<file path="config.mk">
export PLATFORM = sky130hd
export DESIGN_NAME = rpi_byte_to_block
export DESIGN_NICKNAME = d
export VERILOG_FILES = /design/src/rtl/rpi_byte_to_block_pkg.sv /design/src/rtl/rpi_byte_to_block_sync_edge.sv /design/src/rtl/rpi_byte_to_block.sv
export SDC_FILE = /design/constraint.sdc
export NUM_CORES = 1
export LEC_CHECK = 0
export BUFFER_PORTS_ARGS = -buffer_cell sky130_fd_sc_hd__buf_2
export CORE_ASPECT_RATIO = 1.4
export CORE_MARGIN = 4
export CORE_UTILIZATION = 25
export CTS_BUF_LIST = sky130_fd_sc_hd__clkbuf_16
export DETAILED_ROUTE_END_ITERATION = 10
export PLACE_DENSITY = 0.43
export SKIP_CTS_REPAIR_TIMING = 1
export SLEW_MARGIN = 40
export SYNTH_ARGS = -nofsm -noshare
export SYNTH_HDL_FRONTEND = slang
export SYNTH_SLANG_ARGS = --single-unit
</file>
<file path="constraint.sdc">
create_clock -name clk -period 2.3 [get_ports clk]
set_input_delay 0.115 -clock clk [delete_from_list [all_inputs] [get_ports clk]]
set_output_delay 0.115 -clock clk [all_outputs]
set_load 0.01 [all_outputs]
</file>
<file path="src/rtl/rpi_byte_to_block_pkg.sv">
// Shared constants for the Raspberry Pi byte-to-block packer: block size,
// padding byte and the FSM state encoding.
package rpi_byte_to_block_pkg;

   localparam int BLOCK_BYTES = 32;
   localparam logic [7:0] PAD_BYTE = 8'h80;

   localparam logic [1:0] ST_COLLECT    = 2'd0;
   localparam logic [1:0] ST_PAD        = 2'd1;
   localparam logic [1:0] ST_OUT        = 2'd2;
   localparam logic [1:0] ST_OUT_PADBLK = 2'd3;

   // Block made only of padding: 0x80 in byte 0, zeros everywhere else.
   function automatic logic [8*BLOCK_BYTES-1:0] pad_block();
      return {PAD_BYTE, {(8*BLOCK_BYTES-8){1'b0}}};
   endfunction

endpackage

</file>
<file path="src/rtl/rpi_byte_to_block_sync_edge.sv">
// N-stage synchronizer followed by a registered rising-edge pulse.
// Edge detection stays disarmed after reset until the synchronized input has
// been seen low with genuine samples, so a level already high at reset
// release never produces a pulse.
module rpi_byte_to_block_sync_edge #(
   parameter int STAGES = 2
) (
   input  logic clk,
   input  logic rst_n,
   input  logic din,
   output logic pulse
);

   logic [STAGES-1:0] sync_reg;
   logic [STAGES-1:0] fill_reg;
   logic              armed_reg;
   logic              prev_reg;
   logic              pulse_reg;

   // Synchronizer chain plus a parallel fill marker tracking when the last
   // stage holds a real sample rather than the reset value.
   always_ff @(posedge clk) begin
      if (!rst_n) begin
         sync_reg <= '0;
         fill_reg <= '0;
      end else begin
         sync_reg[0] <= din;
         fill_reg[0] <= 1'b1;
         for (int i = 1; i < STAGES; i++) begin
            sync_reg[i] <= sync_reg[i-1];
            fill_reg[i] <= fill_reg[i-1];
         end
      end
   end

   // Arm on the first genuine low level, then register rising edges.
   always_ff @(posedge clk) begin
      if (!rst_n) begin
         armed_reg <= 1'b0;
         prev_reg  <= 1'b0;
         pulse_reg <= 1'b0;
      end else begin
         if (fill_reg[STAGES-1] && !sync_reg[STAGES-1]) begin
            armed_reg <= 1'b1;
         end
         prev_reg  <= sync_reg[STAGES-1];
         pulse_reg <= armed_reg & sync_reg[STAGES-1] & ~prev_reg;
      end
   end

   assign pulse = pulse_reg;

endmodule

</file>
<file path="src/rtl/rpi_byte_to_block.sv">
// Collects bytes strobed in asynchronously by a Raspberry Pi into 32-byte
// message blocks for a CubeHash-256 core, appending 0x80 padding after the
// final byte (an extra padding-only block when the message fills a block).
module rpi_byte_to_block #(
   parameter int SYNC_STAGES = 2,
   parameter int BLOCK_BYTES = rpi_byte_to_block_pkg::BLOCK_BYTES
) (
   input  logic                     clk,
   input  logic                     rst_n,
   input  logic [7:0]               rpi_data,
   input  logic                     rpi_load,
   input  logic                     rpi_last,
   input  logic                     blk_ready,
   output logic [8*BLOCK_BYTES-1:0] blk_data,
   output logic                     blk_valid,
   output logic                     blk_last,
   output logic                     rpi_busy,
   output logic                     ovf_err
);
   import rpi_byte_to_block_pkg::*;

   logic [8:0]                  dsync_reg [SYNC_STAGES];
   logic                        load_pulse;
   logic [7:0]                  in_byte;
   logic                        in_last;

   logic [1:0]                  state_reg;
   logic [1:0]                  state_next;
   logic [5:0]                  byte_cnt_reg;
   logic [5:0]                  cnt_inc;
   logic [0:BLOCK_BYTES-1][7:0] blk_reg;
   logic                        blk_valid_reg;
   logic                        blk_last_reg;
   logic                        pad_pending_reg;
   logic                        ovf_reg;
   logic                        hs;
   logic                        accept;
   logic                        block_full;

   rpi_byte_to_block_sync_edge #(
      .STAGES (SYNC_STAGES)
   ) u_sync_edge (
      .clk   (clk),
      .rst_n (rst_n),
      .din   (rpi_load),
      .pulse (load_pulse)
   );

   // Plain synchronizer stages for the data byte and the last flag.
   always_ff @(posedge clk) begin
      if (!rst_n) begin
         for (int i = 0; i < SYNC_STAGES; i++) begin
            dsync_reg[i] <= '0;
         end
      end else begin
         dsync_reg[0] <= {rpi_last, rpi_data};
         for (int i = 1; i < SYNC_STAGES; i++) begin
            dsync_reg[i] <= dsync_reg[i-1];
         end
      end
   end

   assign in_byte = dsync_reg[SYNC_STAGES-1][7:0];
   assign in_last = dsync_reg[SYNC_STAGES-1][8];

   // Next-state decode; a ready seen while nothing is offered is ignored.
   always_comb begin
      hs         = blk_valid_reg & blk_ready;
      accept     = load_pulse & (state_reg == ST_COLLECT);
      cnt_inc    = byte_cnt_reg + 6'd1;
      block_full = (cnt_inc == 6'(BLOCK_BYTES));
      state_next = state_reg;
      case (state_reg)
         ST_COLLECT: begin
            if (accept) begin
               if (in_last && !block_full) begin
                  state_next = ST_PAD;
               end else if (block_full) begin
                  state_next = ST_OUT;
               end
            end
         end
         ST_PAD: state_next = ST_OUT;
         ST_OUT: begin
            if (hs) begin
               state_next = pad_pending_reg ? ST_OUT_PADBLK : ST_COLLECT;
            end
         end
         ST_OUT_PADBLK: begin
            if (hs) begin
               state_next = ST_COLLECT;
            end
         end
         default: state_next = ST_COLLECT;
      endcase
   end

   // Block assembly, padding, handshake bookkeeping and the sticky overflow.
   always_ff @(posedge clk) begin
      if (!rst_n) begin
         state_reg       <= ST_COLLECT;
         byte_cnt_reg    <= '0;
         blk_reg         <= '0;
         blk_valid_reg   <= 1'b0;
         blk_last_reg    <= 1'b0;
         pad_pending_reg <= 1'b0;
         ovf_reg         <= 1'b0;
      end else begin
         state_reg <= state_next;
         // Valid drops for at least one cycle after every handshake.
         blk_valid_reg <= ((state_next == ST_OUT) || (state_next == ST_OUT_PADBLK)) && !hs;
         if (load_pulse && (state_reg != ST_COLLECT)) begin
            ovf_reg <= 1'b1;
         end
         case (state_reg)
            ST_COLLECT: begin
               if (accept) begin
                  for (int i = 0; i < BLOCK_BYTES; i++) begin
                     if (6'(i) == byte_cnt_reg) begin
                        blk_reg[i] <= in_byte;
                     end
                  end
                  byte_cnt_reg <= cnt_inc;
                  if (in_last && block_full) begin
                     pad_pending_reg <= 1'b1;
                  end
               end
            end
            ST_PAD: begin
               for (int i = 0; i < BLOCK_BYTES; i++) begin
                  if (6'(i) == byte_cnt_reg) begin
                     blk_reg[i] <= PAD_BYTE;
                  end else if (6'(i) > byte_cnt_reg) begin
                     blk_reg[i] <= 8'h00;
                  end
               end
               blk_last_reg <= 1'b1;
            end
            ST_OUT: begin
               if (hs) begin
                  byte_cnt_reg <= '0;
                  blk_reg      <= '0;
                  blk_last_reg <= 1'b0;
               end
            end
            ST_OUT_PADBLK: begin
               if (hs) begin
                  pad_pending_reg <= 1'b0;
               end
            end
            default: ;
         endcase
      end
   end

   assign blk_data  = (state_reg == ST_OUT_PADBLK) ? pad_block() : blk_reg;
   assign blk_valid = blk_valid_reg;
   assign blk_last  = blk_last_reg | (state_reg == ST_OUT_PADBLK);
   assign rpi_busy  = (state_reg != ST_COLLECT);
   assign ovf_err   = ovf_reg;

endmodule

</file>
==> metrics <==
outcome completed; synth top area cells dfxtp_1, nor2b_1, mux2i_1, o21ai_0, nand3_1; diodes inserted 0; Comb pwr share 0.350; Clk pwr share 0.296; Simple-Gate Fraction of Synth Area 0.299; DR WL/cell 19.5 um; TritonCTS clock tree done; Int Power 10.2 mW; first-pass GRT wire length 73.7 mm; total gr overflow 0; crit path from state_reg[0]$_SDFF_PN0_; TritonCTS buffer count 31; CTS clk-pin slew, worst paths 60 ps; DIE HEIGHT 284 um; final net count 1,831; PwrDens 877 nW/um^2; Die Wd between 200 and 250 um; Psw 5.44 mW; port buffer count between 200 and 300; Max Cap Viol 0; largest family of logic cells by synthesized area simple AND/OR/NAND/NOR gates; Starting Density 0.254; Synth Area in XOR/XNOR 0.000645; post-route core utilization 0.333; Crit. End Element output pin; largest net degree at the start of global routing 150; IO Pins 273; worst stage delay on the critical path 340 ps; cell taking the most area after synthesis dfxtp_1; Switching Share 0.349; final setup TNS 0 ps; ys flop type dfxtp_1; Total Power between 15 and 20 mW; htree depth 1; routability cong. 0.832; Worst EP required 2180 ps; clock latency reported for the late side of the worst-skew pair 590 ps; CP Launch Type flop; DRC 0; Worst Min Path Start rpi_last; most frequent cells in the layout nor2b_1, dfxtp_1, buf_2; Synth Area in Adders 0.00737; via count 11,329; commonest non-fill, non-tap cell in the layout nor2b_1; core area 53,400 sq um; DR pass1 iterations 5; row cnt 100; Crit-path slowest cell dfxtp_2; Post-DP HPWL approximately 35 mm; Iter 0 DRT Violations 394; setup violators final 0; highest clock rate between 400 and 500 MHz; CP Max Fanout 75; syn_nets roughly 1,500; WS Path Type reg2out; hold crit path type in2reg; Final Max Tran Viols 0; synthesized area 13,600 sq um; DRT antenna net count 0; mux share of post-synthesis cell area 0.111; Sink Count about 290; Arr. time, crit path 2090 ps; max reg flops roughly 260; vias in the first global route 11,548; RSZ-0062 raised after global routing false; initial antenna violation count 1; slew margin rel. 0.546; post-synthesis compound-gate area fraction 0.109; cell family with most CP delay buffers and inverters; Root Buffer Master clkbuf_16; Worst Skew around 15 ps; Final min period around 2200 ps; share of layout cells above drive strength 1 0.260; critical path, cell by cell buf_4, ha_4, buf_16, nor2b_1, buf_2; final WL 49.7 mm; final hold vios 0; Synth cell types 65; Leak 8.12 nW; gr usage total 0.162; Post-synth EDFFs 0; Synth Area per Inst 9.00 sq um; peak supply drop between 0.5 and 0.6 mV; Yosys reg bits 293; Area Growth Syn to Fin 31.1%; Vias per Instance around 4.5; final worst path period share 0.957; post-synth top area share 0.432; worst flop-to-flop path startpoint state_reg[1]$_SDFF_PN0_; worst-case clock buffer depth 3; hold slack 278 ps; FFs w/ async S/R, synth 0; Synth Warn # 0; Least-Margin Pin Slew 679 ps; Cells after Synth 1,508; share of the yosys chip area belonging to registers 0.432; Critical path buffers and inverters 3; Reg power frac 0.354; DIE AREA 58,200 sq um
kinds of logic (layout without fill, tap and decap cells):
family | Yosys count | after routing
compound gates | 218 | 218
xor+xnor | 1 | 1
fa+ha+maj | 8 | 8
buf+inv | 136 | 457
flops | 293 | 293
mux | 151 | 151
simple gates | 701 | 701
per-stage QoR:
step / setup slack, ps / cells / instance area, sq um
CTS: -172 / 2529 / 17600
global placement: 28.1 / 2477 / 16700
detailed placement: 23.7 / 2477 / 16700
finish: 98.2 / 2543 / 17800
floorplan: 104 / 1508 / 13600
global route: 10.7 / 2543 / 17800
cell type report:
| class | count | area, sq um |
|---|---|---|
| fill | 5670 | 35600 |
| multi-input combinational | 1079 | 7260 |
| sequential | 293 | 5870 |
| timing repair buffer | 398 | 2860 |
| tap | 714 | 893 |
| clock buffer | 31 | 776 |
| clock inverter | 21 | 113 |
| inverter | 7 | 26.3 |
per-layer routing:
metal / part of all wire / GRT usage / up-vias
li1: - / - / 5656
met1: 0.42 / 0.192 / 5318
met2: 0.49 / 0.288 / 283
met3: 0.056 / 0.0354 / 72
met4: 0.035 / 0.0545 / 0
met5: 0 / 0 / -
synth_stat cells, drive strengths merged, types with 2 or more instances:
| master | count |
|---|---|
| a211o | 2 |
| a211oi | 5 |
| a21o | 4 |
| a21oi | 24 |
| a221o | 2 |
| a31oi | 2 |
| a32oi | 3 |
| and2 | 29 |
| and3 | 2 |
| buf | 28 |
| clkbuf | 101 |
| dfxtp | 293 |
| ha | 8 |
| inv | 6 |
| mux2i | 151 |
| nand2 | 103 |
| nand2b | 2 |
| nand3 | 103 |
| nand3b | 3 |
| nand4 | 3 |
| nor2 | 15 |
| nor2b | 413 |
| nor3 | 3 |
| nor3b | 5 |
| nor4 | 2 |
| nor4b | 3 |
| o211a | 19 |
| o211ai | 17 |
| o21a | 5 |
| o21ai | 128 |
| o31ai | 2 |
| or2 | 4 |
| or3 | 3 |
worst paths after layout:
path                                                           end  slack [ps]  cells after the start
worst min-delay path                    dsync_reg[0][8]$_SDFF_PN0_         280                      3
worst max register to register           blk_reg[128]$_SDFFE_PN0P_         140                      8
worst max-delay path                                  blk_data[28]         100                      5
worst min register to register  u_sync_edge.sync_reg[1]$_SDFF_PN0_         430                      1
worst register-to-register path, stage by stage (launching register included):
cell and delay [ps]:
dfxtp_1 310, inv_1 80, ha_1 420, o21ai_1 150
and2_0 350, o21ai_4 300, buf_12 180, mux2i_1 200
nor2b_1 60
power by group through the flow:
stage	clock, mW	combinational [mW]	sequential [mW]
floorplan	0	2.96	5.57
global route	4.98	5.87	5.56
CTS	4.81	5.45	5.52
finish	4.62	5.46	5.52
detailed placement	0	5.44	5.63
global placement	0	5.43	5.63
No activity file was read; power rests on OpenSTA's default activity.
